===== config.mk =====
export PLATFORM = sky130hd
export DESIGN_NAME = riscv_pipe_skid_stage
export DESIGN_NICKNAME = d
export VERILOG_FILES = /design/src/rtl/riscv_pkg.sv /design/src/rtl/riscv_pipe_stage_entry.sv /design/src/rtl/riscv_pipe_skid_stage.sv
export SDC_FILE = /design/constraint.sdc
export NUM_CORES = 1
export LEC_CHECK = 0
export ABC_CLOCK_PERIOD_IN_PS = 2350
export BUFFER_PORTS_ARGS = -buffer_cell sky130_fd_sc_hd__clkbuf_2
export CORE_MARGIN = 3
export CORE_UTILIZATION = 41
export CTS_CLUSTER_DIAMETER = 80
export CTS_CLUSTER_SIZE = 30
export DETAILED_ROUTE_END_ITERATION = 8
export GPL_ROUTABILITY_DRIVEN = 1
export GPL_TIMING_DRIVEN = 0
export HOLD_SLACK_MARGIN = 0.12
export PLACE_DENSITY = 0.62
export SYNTH_ARGS = -nofsm -noshare
export SYNTH_HDL_FRONTEND = slang
export SYNTH_SLANG_ARGS = --single-unit
export TNS_END_PERCENT = 50

===== constraint.sdc =====
create_clock -name clk -period 2.35 [get_ports clk]
set_input_delay 0.5875 -clock clk [delete_from_list [all_inputs] [get_ports clk]]
set_output_delay 0.5875 -clock clk [all_outputs]
set_load 0.01 [all_outputs]

===== src/rtl/riscv_pkg.sv =====
// Shared types for the RISC-V core pipeline: skid-stage FSM states and the value
// control bundles are cleared to.
package riscv_pkg;

  typedef enum logic [1:0] {
    STG_EMPTY = 2'd0,
    STG_BUSY  = 2'd1,
    STG_FULL  = 2'd2
  } pipe_stage_state_e;

  // Replicated across the control bundle width to form the reset/flush value.
  localparam logic PIPE_CTRL_RST = 1'b0;

endpackage


===== src/rtl/riscv_pipe_stage_entry.sv =====
// One pipeline slot: valid + control + data. clear zeroes control but keeps data,
// drop only invalidates, so the slot's last contents stay visible downstream.
module riscv_pipe_stage_entry
  import riscv_pkg::*;
#(
  parameter int CTRL_WIDTH = 16,
  parameter int DATA_WIDTH = 64
) (
  input  logic                  clk,
  input  logic                  nreset,
  input  logic                  clear,
  input  logic                  load,
  input  logic                  drop,
  input  logic [CTRL_WIDTH-1:0] ld_ctrl,
  input  logic [DATA_WIDTH-1:0] ld_data,
  output logic                  valid,
  output logic [CTRL_WIDTH-1:0] ctrl,
  output logic [DATA_WIDTH-1:0] data
);

  always_ff @(posedge clk or negedge nreset) begin
    if (!nreset) begin
      valid <= 1'b0;
      ctrl  <= {CTRL_WIDTH{PIPE_CTRL_RST}};
      data  <= '0;
    end else if (clear) begin
      valid <= 1'b0;
      ctrl  <= {CTRL_WIDTH{PIPE_CTRL_RST}};
    end else if (load) begin
      valid <= 1'b1;
      ctrl  <= ld_ctrl;
      data  <= ld_data;
    end else if (drop) begin
      valid <= 1'b0;
    end
  end

endmodule


===== src/rtl/riscv_pipe_skid_stage.sv =====
// Elastic pipeline register with a 2-entry skid buffer and a registered o_ready.
// Optional perf counters are built only when RISCV_PIPE_STAGE_PERF_EN is defined.
module riscv_pipe_skid_stage
  import riscv_pkg::*;
#(
  parameter int CTRL_WIDTH     = 16,
  parameter int DATA_WIDTH     = 64,
  parameter int PERF_CNT_WIDTH = 32
) (
  input  logic                      clk,
  input  logic                      nreset,
  input  logic                      enable,
  input  logic                      i_flush,
  input  logic                      i_valid,
  output logic                      o_ready,
  input  logic [CTRL_WIDTH-1:0]     i_ctrl,
  input  logic [DATA_WIDTH-1:0]     i_data,
  output logic                      o_valid,
  input  logic                      i_ready,
  output logic [CTRL_WIDTH-1:0]     o_ctrl,
  output logic [DATA_WIDTH-1:0]     o_data,
  output logic                      o_flushed,
  output logic [PERF_CNT_WIDTH-1:0] o_stall_cnt,
  output logic [PERF_CNT_WIDTH-1:0] o_flush_cnt
);

  pipe_stage_state_e state, state_nxt;

  logic                  main_valid, skid_valid;
  logic [CTRL_WIDTH-1:0] skid_ctrl;
  logic [DATA_WIDTH-1:0] skid_data;
  logic                  main_load, main_from_skid, main_drop;
  logic                  skid_load, skid_drop;
  logic                  in_fire, out_fire;

  // nreset gating keeps upstream stalled while the stage is held in reset.
  assign o_ready  = !skid_valid && enable && nreset;
  assign o_valid  = main_valid && enable;
  assign in_fire  = i_valid && o_ready;
  assign out_fire = o_valid && i_ready;

  always_ff @(posedge clk or negedge nreset) begin
    if (!nreset) begin
      state     <= STG_EMPTY;
      o_flushed <= 1'b0;
    end else begin
      state     <= state_nxt;
      o_flushed <= i_flush;
    end
  end

  always_comb begin
    state_nxt      = state;
    main_load      = 1'b0;
    main_from_skid = 1'b0;
    main_drop      = 1'b0;
    skid_load      = 1'b0;
    skid_drop      = 1'b0;
    if (i_flush) begin
      state_nxt = STG_EMPTY;
    end else begin
      unique case (state)
        STG_EMPTY: begin
          if (in_fire) begin
            state_nxt = STG_BUSY;
            main_load = 1'b1;
          end
        end
        STG_BUSY: begin
          if (in_fire && !out_fire) begin
            state_nxt = STG_FULL;
            skid_load = 1'b1;
          end else if (!in_fire && out_fire) begin
            state_nxt = STG_EMPTY;
            main_drop = 1'b1;
          end else if (in_fire && out_fire) begin
            main_load = 1'b1;
          end
        end
        STG_FULL: begin
          if (out_fire) begin
            state_nxt      = STG_BUSY;
            main_load      = 1'b1;
            main_from_skid = 1'b1;
            skid_drop      = 1'b1;
          end
        end
        default: state_nxt = STG_EMPTY;
      endcase
    end
  end

  riscv_pipe_stage_entry #(
    .CTRL_WIDTH(CTRL_WIDTH),
    .DATA_WIDTH(DATA_WIDTH)
  ) u_main (
    .clk    (clk),
    .nreset (nreset),
    .clear  (i_flush),
    .load   (main_load),
    .drop   (main_drop),
    .ld_ctrl(main_from_skid ? skid_ctrl : i_ctrl),
    .ld_data(main_from_skid ? skid_data : i_data),
    .valid  (main_valid),
    .ctrl   (o_ctrl),
    .data   (o_data)
  );

  riscv_pipe_stage_entry #(
    .CTRL_WIDTH(CTRL_WIDTH),
    .DATA_WIDTH(DATA_WIDTH)
  ) u_skid (
    .clk    (clk),
    .nreset (nreset),
    .clear  (i_flush),
    .load   (skid_load),
    .drop   (skid_drop),
    .ld_ctrl(i_ctrl),
    .ld_data(i_data),
    .valid  (skid_valid),
    .ctrl   (skid_ctrl),
    .data   (skid_data)
  );

`ifdef RISCV_PIPE_STAGE_PERF_EN
  logic [PERF_CNT_WIDTH-1:0] stall_cnt, flush_cnt;

  // Both counters saturate and freeze while the stage is disabled.
  always_ff @(posedge clk or negedge nreset) begin
    if (!nreset) begin
      stall_cnt <= '0;
      flush_cnt <= '0;
    end else begin
      if (o_valid && !i_ready && (stall_cnt != '1))
        stall_cnt <= stall_cnt + PERF_CNT_WIDTH'(1);
      if (i_flush && enable && (flush_cnt != '1))
        flush_cnt <= flush_cnt + PERF_CNT_WIDTH'(1);
    end
  end

  assign o_stall_cnt = stall_cnt;
  assign o_flush_cnt = flush_cnt;
`else
  assign o_stall_cnt = '0;
  assign o_flush_cnt = '0;
`endif

endmodule

==> results of run 1 <==
==> cells by family after synthesis <==
logic type,after synthesis
mux,208
xor+xnor,1
compound gates,40
buf+inv,91
simple gates,19
other cells,1
flops,165
==> metal layers <==
metal / up-vias / GRT usage
li1: 2263 / -
met1: 2403 / 0.207
met2: 161 / 0.268
met3: 13 / 0.0544
met4: 0 / 0.0551
met5: - / 0
==> state kept, by name (all words and copies together), names as in the netlist <==
register      count
state             2
u_skid.ctrl      16
u_main.data      64
o_flushed         1
u_skid.valid      1
u_skid.data      64
u_main.valid      1
u_main.ctrl      16
==> worst paths after layout <==
check                                            start                          end  slack, ns  depth (start not counted)
setup / recovery              u_skid.valid$_DFFE_PN0P_  u_skid.data[13]$_DFFE_PN0P_       0.13                          6
hold / removal                                  nreset  u_main.data[62]$_DFFE_PN0P_       0.16                          2
setup reg to reg              u_skid.valid$_DFFE_PN0P_  u_skid.data[13]$_DFFE_PN0P_       0.13                          6
hold reg to reg            u_skid.data[62]$_DFFE_PN0P_  u_skid.data[62]$_DFFE_PN0P_       0.48                          1
max in group asynchronous                       nreset         state[1]$_DFFE_PN0P_       1.35                          2
min in group clk                               i_flush          o_flushed$_DFF_PN0_       0.30                          1
==> power by group <==
| part | internal (uW) | switching (uW) |
|---|---|---|
| Combinational | 746 | 632 |
| Clock | 1700 | 1090 |
| Sequential | 3320 | 244 |
==> metrics by stage <==
step,std cells,hold slack (ns),util,instance area [um2],setup WS [ns]
6_report,1019,0.159,0.533,9650,0.135
5_1_grt,1019,0.158,0.533,9650,0.0158
4_1_cts,1019,0.146,0.533,9650,0.132
3_5_place_dp,986,0.471,0.497,8990,-0.976
3_3_place_gp,985,0.460,0.495,8960,-3.90
2_1_floorplan,588,0.292,-,7830,0.194
==> critical path, cell delays in order, from the launching register on <==
cell and delay [ns]:
dfrtp_1 0.39, nand4b_1 0.34, or2_1 0.36, nor3_4 0.18
buf_4 0.18, buf_2 0.28, mux2_2 0.37
==> timing repair <==
action | in CTS | in global routing
buffers inserted | 2 | 0
hold buffers | 2 | 0
resized for setup | 1 | 0
endpoints found under the setup margin | 141 | 0
endpoints found under the hold margin | 80 | 0
==> synthesized netlist by cell type, types with 2 or more instances <==
library cell and instances:
clkbuf_1 4, dfrtp_1 165, nand2b_1 2, nor3_1 2, buf_6 5, nor2_1 5
buf_2 17, mux2_1 58, nand2_1 2, a211oi_1 2, a22o_1 32, buf_4 65
mux2_2 150
==> area by class of cell <==
cell class | count | share of cell area
sequential | 165 | 0.428
multi-input combinational | 332 | 0.317
tap | 229 | 0.0297
timing repair buffer | 174 | 0.0982
clock inverter | 9 | 0.0136
clock buffer | 19 | 0.0470
buffer | 91 | 0.0668
==> layout by cell type (no fill, tap or decap), types with 2 or more instances in the layout <==
cell type	instances
nor2_1	5
clkinv_2	2
buf_2	17
clkbuf_8	3
bufinv_16	3
clkinvlp_4	3
mux2_2	150
a22o_1	32
mux2_1	58
buf_6	5
a211oi_1	2
buf_4	67
clkbuf_1	4
clkbuf_16	18
clkbuf_2	167
nor3_1	2
dfrtp_1	165
conb_1	64
nand2_1	2
nand2b_1	2
==> flow_metrics.env, run 1 <==
export IMPL_grt_pass1_wl_um=26100
export IMPL_gr_total_overflow=0
export IMPL_vias_per_cell=4.75
export IMPL_hold_violations=0
export IMPL_max_slew_margin=0.550
export IMPL_layout_worst_path_cycle_share=0.943
export IMPL_synth_seq_cells=165
export IMPL_gp_congestion=0.752
export IMPL_regArea_um2=4130
export IMPL_worst_ir_drop_vdd_uv=490
export IMPL_arrival_ns=2.51
export IMPL_initial_core_util=0.420
export IMPL_grt_antenna_before_repair=0
export IMPL_syn_area_um2=7590
export IMPL_ios=233
export IMPL_hp_class="input port to asynchronous set/reset pin"
export IMPL_ys_seq_area_frac=0.544
export IMPL_nFillCells=1568
export IMPL_numCtsBuffers=17
export IMPL_multiInputGateArea_um2=3060
export IMPL_worstPathRequired_ns=2.65
export IMPL_max_freq_mhz=451
export IMPL_wl_um=16500
export IMPL_htree_num_levels=4
export IMPL_p_per_area_nw_per_um2=802
export IMPL_first_pass_iters=4
export IMPL_skew_ns=0.00897
export IMPL_path_max_fanout=10
export IMPL_die_h_um=142
export IMPL_fin_crit_ns=2.22
export IMPL_crit_type="register to register"
export IMPL_clock_sinks=165
export IMPL_finalSetupViolCount=0
export IMPL_m1WireLength_um=7090
export IMPL_yosysWarnings=0
export IMPL_status="complete, no violations"
export IMPL_grt_max_degree=86
export IMPL_antenna_cells=0
export IMPL_port_buffers=168
export IMPL_clock_latency_ns=0.42
export IMPL_tns_ns=0
export IMPL_die_area_um2=20200
export IMPL_yosys_area_share_xor_xnor=0.00115
export IMPL_wl_met2_um=8050
export IMPL_syn_inst=525
export IMPL_cts_root_buf="clkbuf_16"
export IMPL_path_clk_slew_ns=0.06
export IMPL_synthTopCellsByArea="dfrtp_1 54%, mux2_2 22%, mux2_1 8.6%"
export IMPL_first_iter_violations=157
export IMPL_synth_top_family_by_area="multiplexers"
export IMPL_synthArstFlopShare=1.00
export IMPL_synth_main_ff_cell="dfrtp_1"
export IMPL_clk_path_buf_depth=2
export IMPL_hpwl_um=11900
export IMPL_final_layout_size_suffix_gt1_frac=0.562
export IMPL_first_global_vias=5051
export IMPL_final_antenna_net_count=0
export IMPL_cp_end_kind="register"
export IMPL_grtUsageTotal=0.164
export IMPL_wl_per_cell_um=16.2
export IMPL_vias=4840
export IMPL_area_growth_pct=27.1
export IMPL_synthSimpleGateAreaFrac=0.0157
export IMPL_drc=0
export IMPL_rsz0062_at_grt="no"
export IMPL_synth_compound_area_frac=0.0455
export IMPL_avgSynthCellArea_um2=14.5
export IMPL_wl_met3_um=1160
export IMPL_yosysTopAreaCell="dfrtp_1"
export IMPL_routed_top_layer="met4"
export IMPL_drv_slew=0
export IMPL_yosysTopAreaCellShare=0.544
export IMPL_p_total_uw=7740
export IMPL_p_leak_uw=0.00496
export IMPL_synthAdderAreaFrac=0
export IMPL_tightest_slew_ns=0.675
export IMPL_ys_types=29
export IMPL_cts_tree="yes"
export IMPL_setup_worst_path_start_class="register"
export IMPL_row_count=49
export IMPL_die_w_um=142
export IMPL_finalNetCount=867
export IMPL_synthMuxAreaShare=0.309
export IMPL_cap_violations=0
export IMPL_core_um2=18100
export IMPL_synth_edf_count=0
(Power assumes the default switching activity.)
==> inputs of run 2 (changes only) <==
--- a/config.mk
+++ b/config.mk
@@ -5,6 +5,7 @@
 export SDC_FILE = /design/constraint.sdc
 export NUM_CORES = 1
 export LEC_CHECK = 0
+export ABC_AREA = 1
 export ABC_CLOCK_PERIOD_IN_PS = 2350
 export BUFFER_PORTS_ARGS = -buffer_cell sky130_fd_sc_hd__clkbuf_2
 export CORE_MARGIN = 3
@@ -15,7 +16,7 @@
 export GPL_ROUTABILITY_DRIVEN = 1
 export GPL_TIMING_DRIVEN = 0
 export HOLD_SLACK_MARGIN = 0.12
-export PLACE_DENSITY = 0.62
+export PLACE_DENSITY = 0.61
 export SYNTH_ARGS = -nofsm -noshare
 export SYNTH_HDL_FRONTEND = slang
 export SYNTH_SLANG_ARGS = --single-unit
==> flow_metrics.env, run 2 <==
export IMPL_status="complete, no violations"
export IMPL_crit_type="input port to primary output"
export IMPL_hp_class="input port to asynchronous set/reset pin"
export IMPL_yosysTopAreaCell="dfrtp_1"
export IMPL_timing_critical_path_from="nreset"
export IMPL_gp_congestion=0.794
export IMPL_drv_slew=0
export IMPL_finish_utilization=0.533
export IMPL_syn_inst=1073
export IMPL_path_clk_slew_ns=0.07
export IMPL_ys_types=24
export IMPL_first_iter_violations=400
export IMPL_ios=233
export IMPL_tightest_slew_ns=0.562
export IMPL_regArea_um2=4130
export IMPL_wl_per_cell_um=14.5
export IMPL_clock_latency_ns=0.43
export IMPL_critPathTopFamily="buffers and inverters"
export IMPL_cts_tree="yes"
export IMPL_yosysTopAreaCellShare=0.492
export IMPL_final_antenna_net_count=0
export IMPL_finalSetupViolCount=0
export IMPL_vias=7485
export IMPL_fin_crit_ns=2.03
export IMPL_cp_end_kind="primary output"
export IMPL_avgSynthCellArea_um2=7.83
export IMPL_antenna_cells=0
export IMPL_layout_common_cells="346 x nand2_1, 168 x clkbuf_2, 165 x dfrtp_1"
export IMPL_core_um2=19800
export IMPL_p_per_area_nw_per_um2=849
export IMPL_crit_chain="clkbuf_16 -> buf_16 -> nand2_1 -> nor2_1 -> clkbuf_2"
export IMPL_max_slew_margin=0.625
export IMPL_slowest_delay_ns=0.25
export IMPL_layout_worst_path_cycle_share=0.863
export IMPL_top_regs="u_main.data (64), u_skid.data (64)"
export IMPL_gr_total_overflow=0
export IMPL_first_pass_iters=4
export IMPL_rsz0062_at_grt="no"
export IMPL_htree_num_levels=4
export IMPL_arrival_ns=1.44
export IMPL_die_w_um=149
export IMPL_synthTopCellsByCount="346 x nand2_1, 165 x dfrtp_1, 163 x nand3_1"
export IMPL_grt_max_degree=58
export IMPL_path_max_fanout=56
export IMPL_first_global_vias=7108
export IMPL_clk_path_buf_depth=2
export IMPL_crit_slowest_cell="buf_16"
export IMPL_die_h_um=149
export IMPL_wl_um=23300
export IMPL_max_freq_mhz=493
export IMPL_cts_root_buf="clkbuf_16"
export IMPL_multiInputGateArea_um2=3280
export IMPL_synthArstFlopShare=1.00
export IMPL_grtUsageTotal=0.213
export IMPL_initial_core_util=0.425
export IMPL_yosysWarnings=0
export IMPL_clock_sinks=165
export IMPL_port_buffers=168
export IMPL_syn_area_um2=8400
export IMPL_synth_seq_cells=165
export IMPL_yosysMostFrequentCell="nand2_1"
export IMPL_die_area_um2=22200
export IMPL_grt_antenna_before_repair=1
export IMPL_hpwl_um=16300
export IMPL_post_dp_cell_area_um2=9840
export IMPL_cp_num_buf_inv=3
export IMPL_setup_worst_path_start_class="input port"
export IMPL_skew_ns=0.00943
export IMPL_area_growth_pct=25.6
export IMPL_worst_ir_drop_vdd_uv=526
export IMPL_final_layout_size_suffix_gt1_frac=0.240
export IMPL_hold_violations=0
export IMPL_worstPathRequired_ns=1.76
export IMPL_grt_pass1_wl_um=37400
export IMPL_vias_per_cell=4.67
export IMPL_finalInstanceArea_um2=10500
export IMPL_layout_commonest_cell="nand2_1"
export IMPL_synthTopCellsByArea="dfrtp_1 49%, nand2_1 15%, nand3_1 9.7%"
export IMPL_post_cts_setup_buffer_count=0
export IMPL_p_leak_uw=0.00594
export IMPL_cap_violations=0
export IMPL_drc=0
export IMPL_numCtsBuffers=17
export IMPL_synth_main_ff_cell="dfrtp_1"
export IMPL_ys_seq_area_frac=0.492
export IMPL_row_count=51
export IMPL_nFillCells=1961
export IMPL_rr_startpoint="u_main.valid$_DFFE_PN0P_"
export IMPL_synth_edf_count=0
export IMPL_finalNetCount=1412
==> run 2: area by class of cell <==
type | instances | area share
Buffer | 136 | 0.0840
Clock buffer | 20 | 0.0442
Clock inverter | 12 | 0.0158
Inverter | 92 | 0.0327
Multi-Input combinational cell | 743 | 0.311
Sequential cell | 165 | 0.391
Tap cell | 265 | 0.0314
Timing Repair Buffer | 171 | 0.0899
==> run 2: report_power, final <==
group	switching [uW]	leakage (uW)	internal, uW
clock	1230	0.000310	1780
sequential	430	0.00213	3620
combinational	1060	0.00350	834
total	2720	0.00594	6240
==> run 2: final timing paths <==
path                                               endpoint  cells past startpoint  slack [ns]
max in group asynchronous        u_main.ctrl[5]$_DFFE_PN0P_                      2        1.78
min in group clk                        o_flushed$_DFF_PN0_                      1        0.33
worst max register to register   u_main.data[3]$_DFFE_PN0P_                      7        0.39
worst min-delay path            u_main.data[31]$_DFFE_PN0P_                      2        0.17
worst max-delay path                                o_ready                      5        0.32
worst min register to register  u_main.ctrl[12]$_DFFE_PN0P_                      2        0.48
==> run 2: per-stage QoR <==
step	worst slack [ns]	cells	total power [uW]	hold WS, ns	setup TNS (ns)
after floorplan	0.738	1136	5170	0.292	0
after global placement	-3.56	1569	5930	0.465	-958.30
after detailed placement	-0.776	1570	6000	0.467	-94.06
after CTS	0.294	1604	9050	0.171	0
after global routing	0.142	1604	9510	0.180	0
final	0.322	1604	8960	0.172	0
==> run 2: timing repair <==
| item | CTS | global route |
|---|---|---|
| hold endpoints to repair | 57 | 0 |
| resized for setup | 1 | 0 |
| setup endpoints to repair | 145 | 0 |
| hold buffers | 1 | 0 |
==> run 2: logic make-up (layout without fill, tap and decap cells) <==
kind of cell           after synthesis  count (layout)  synth area share
buffers and inverters              228             431             0.147
other                                1              64          0.000446
DFF                                165             165             0.492
and+or+nand+nor                    531             531             0.272
AOI/OAI and AO/OA                  148             148            0.0895
==> run 2: metal layers <==
layer  track usage  wire, um  part of all wire  vias up
li1              -         -                 -     3788
met1         0.292     10400              0.45     3467
met2         0.350     11300              0.48      213
met3        0.0435      1410             0.060       15
met4        0.0476       187            0.0080        2
met5             0        13           0.00056        -
==> inputs of run 3 (changes only) <==
--- a/config.mk
+++ b/config.mk
@@ -6,17 +6,18 @@
 export NUM_CORES = 1
 export LEC_CHECK = 0
 export ABC_AREA = 1
-export ABC_CLOCK_PERIOD_IN_PS = 2350
 export BUFFER_PORTS_ARGS = -buffer_cell sky130_fd_sc_hd__clkbuf_2
+export CELL_PAD_IN_SITES_DETAIL_PLACEMENT = 0
+export CELL_PAD_IN_SITES_GLOBAL_PLACEMENT = 1
 export CORE_MARGIN = 3
-export CORE_UTILIZATION = 41
+export CORE_UTILIZATION = 38
 export CTS_CLUSTER_DIAMETER = 80
 export CTS_CLUSTER_SIZE = 30
 export DETAILED_ROUTE_END_ITERATION = 8
 export GPL_ROUTABILITY_DRIVEN = 1
 export GPL_TIMING_DRIVEN = 0
 export HOLD_SLACK_MARGIN = 0.12
-export PLACE_DENSITY = 0.61
+export PLACE_DENSITY = 0.76
 export SYNTH_ARGS = -nofsm -noshare
 export SYNTH_HDL_FRONTEND = slang
 export SYNTH_SLANG_ARGS = --single-unit
==> flow_metrics.env, run 3 (same netlist as run 2, synthesis figures left out) <==
export IMPL_clkPwrFrac=0.314
export IMPL_worstPathRequired_ns=1.76
export IMPL_final_antenna_net_count=0
export IMPL_setup_worst_path_start_class="input port"
export IMPL_p_leak_uw=0.00589
export IMPL_skew_ns=0.00826
export IMPL_intPower_uw=5960
export IMPL_die_w_um=155
export IMPL_finalInstanceArea_um2=10500
export IMPL_core_um2=21400
export IMPL_die_area_um2=23900
export IMPL_drv_slew=0
export IMPL_vias_per_cell=4.60
export IMPL_initial_core_util=0.393
export IMPL_final_layout_size_suffix_gt1_frac=0.238
export IMPL_clock_sinks=165
export IMPL_tns_ns=0
export IMPL_power_switching_uw=2740
export IMPL_power_frac_seq=0.466
export IMPL_path_max_fanout=54
export IMPL_hold_ws_ns=0.165
export IMPL_numCtsBuffers=17
export IMPL_port_buffers=168
export IMPL_htree_num_levels=4
export IMPL_cap_violations=0
export IMPL_crit_type="input port to primary output"
export IMPL_finalNetCount=1412
export IMPL_first_pass_iters=5
export IMPL_rsz0062_at_grt="no"
export IMPL_drc=0
export IMPL_area_growth_pct=25.0
export IMPL_gp_congestion=0.780
export IMPL_endpoint="o_ready"
export IMPL_arrival_ns=1.45
export IMPL_cp_num_buf_inv=3
export IMPL_gr_total_overflow=0
export IMPL_grt_max_degree=61
export IMPL_crit_chain="clkbuf_16 -> buf_16 -> nand2_1 -> nor2_1 -> clkbuf_2"
export IMPL_rr_endpoint="u_main.data[15]$_DFFE_PN0P_"
export IMPL_die_h_um=155
export IMPL_first_global_vias=7330
export IMPL_row_count=53
export IMPL_ios=233
export IMPL_cp_end_kind="primary output"
export IMPL_wl_um=23900
export IMPL_timing_critical_path_from="nreset"
export IMPL_grtUsageTotal=0.202
export IMPL_slowest_delay_ns=0.25
export IMPL_cts_root_buf="clkbuf_16"
export IMPL_max_slew_margin=0.633
export IMPL_path_clk_slew_ns=0.07
export IMPL_hpwl_um=16400
export IMPL_clock_latency_ns=0.43
export IMPL_p_per_area_nw_per_um2=829
export IMPL_rrSetupSlack_ns=0.36
export IMPL_finalSetupViolCount=0
export IMPL_layout_commonest_cell="nand2_1"
export IMPL_layout_worst_path_cycle_share=0.868
export IMPL_p_comb_frac=0.220
export IMPL_worst_r2r_cell_count=7
export IMPL_crit_slowest_cell="buf_16"
export IMPL_wl_per_cell_um=14.8
export IMPL_fin_crit_ns=2.04
export IMPL_tightest_slew_ns=0.551
export IMPL_status="complete, no violations"
export IMPL_top_regs="u_main.data (64), u_skid.data (64)"
export IMPL_hold_violations=0
export IMPL_max_freq_mhz=490
export IMPL_post_dp_cell_area_um2=9860
export IMPL_grt_pass1_wl_um=39000
export IMPL_rr_startpoint="u_main.valid$_DFFE_PN0P_"
export IMPL_layout_common_cells="346 x nand2_1, 168 x clkbuf_2, 165 x dfrtp_1"
export IMPL_critPathTopFamily="buffers and inverters"
export IMPL_crit_cells=5
export IMPL_swShare=0.315
export IMPL_hp_class="input port to asynchronous set/reset pin"
export IMPL_grt_antenna_before_repair=0
export IMPL_clk_path_buf_depth=2
export IMPL_vias=7417
export IMPL_worst_ir_drop_vdd_uv=477
export IMPL_cts_tree="yes"
export IMPL_first_iter_violations=561
export IMPL_antenna_cells=0
-- run 3: cell types whose count changed in the layout (fill, tap and decap cells not counted), moves of 2 or more --
| cell | previous run | this run |
|---|---|---|
| clkbuf_1 | 30 | 32 |
| bufinv_16 | 3 | 1 |
| clkinv_4 | 3 | 0 |
| clkinvlp_4 | 1 | 6 |
| clkbuf_8 | 3 | 1 |
-- run 3: timing repair --
action | CTS | global route
endpoints found under the setup margin | 145 | 0
setup buffers | 0 | 0
gates resized for setup | 2 | 0
hold buffers | 1 | 0
hold endpoints to repair | 60 | 0
-- run 3: layer usage --
layer	up-vias	wire length, um	part of all wire	global-route usage
li1	3795	-	-	-
met1	3387	11500	0.48	0.299
met2	218	10800	0.45	0.312
met3	17	1300	0.054	0.0333
met4	0	295	0.012	0.0500
met5	-	0	0	0
-- run 3: worst register-to-register path, stage by stage, from the launching register on --
cell      delay (ns)
dfrtp_1         0.38
nand3_2         0.22
buf_6           0.23
nor2_4          0.30
inv_2           0.22
clkbuf_1        0.30
nand3_1         0.16
nand2_1         0.07
-- run 3: cell type report --
type,instances,area (um2)
clock buffers,20,447
fillers,2218,10900
plain buffers,136,886
well taps,275,344
multi-input cells,743,3280
clock inverters,12,120
flip-flops and latches,165,4130
inverters,92,345
repair buffers,171,948
-- run 3: how the worst min path moves through the flow --
stage                                              to                        from
final                     u_main.data[47]$_DFFE_PN0P_                      nreset
after global routing      u_main.data[47]$_DFFE_PN0P_                      nreset
after CTS                 u_main.data[47]$_DFFE_PN0P_                      nreset
after detailed placement   u_main.ctrl[0]$_DFFE_PN0P_  u_main.ctrl[0]$_DFFE_PN0P_
after global placement     u_skid.data[5]$_DFFE_PN0P_  u_skid.data[5]$_DFFE_PN0P_
after floorplan                   o_flushed$_DFF_PN0_                      nreset
-- run 3: metrics by stage --
| stage | util | setup slack [ns] | cells | total power (uW) |
|---|---|---|---|---|
| after floorplan | - | 0.738 | 1136 | 5170 |
| after global placement | 0.460 | -3.70 | 1579 | 5960 |
| after detailed placement | 0.462 | -0.856 | 1580 | 6010 |
| after CTS | 0.492 | 0.293 | 1614 | 8790 |
| after global routing | 0.492 | 0.135 | 1614 | 9280 |
| final | 0.492 | 0.311 | 1614 | 8700 |
-- run 3: power groups by stage --
stage	Clock, uW	Sequential [uW]	Combinational, uW
after global placement	0	4090	1870
after floorplan	0	4210	958
after CTS	2800	4050	1940
after detailed placement	0	4090	1920
after global routing	2920	4150	2210
final	2730	4060	1910
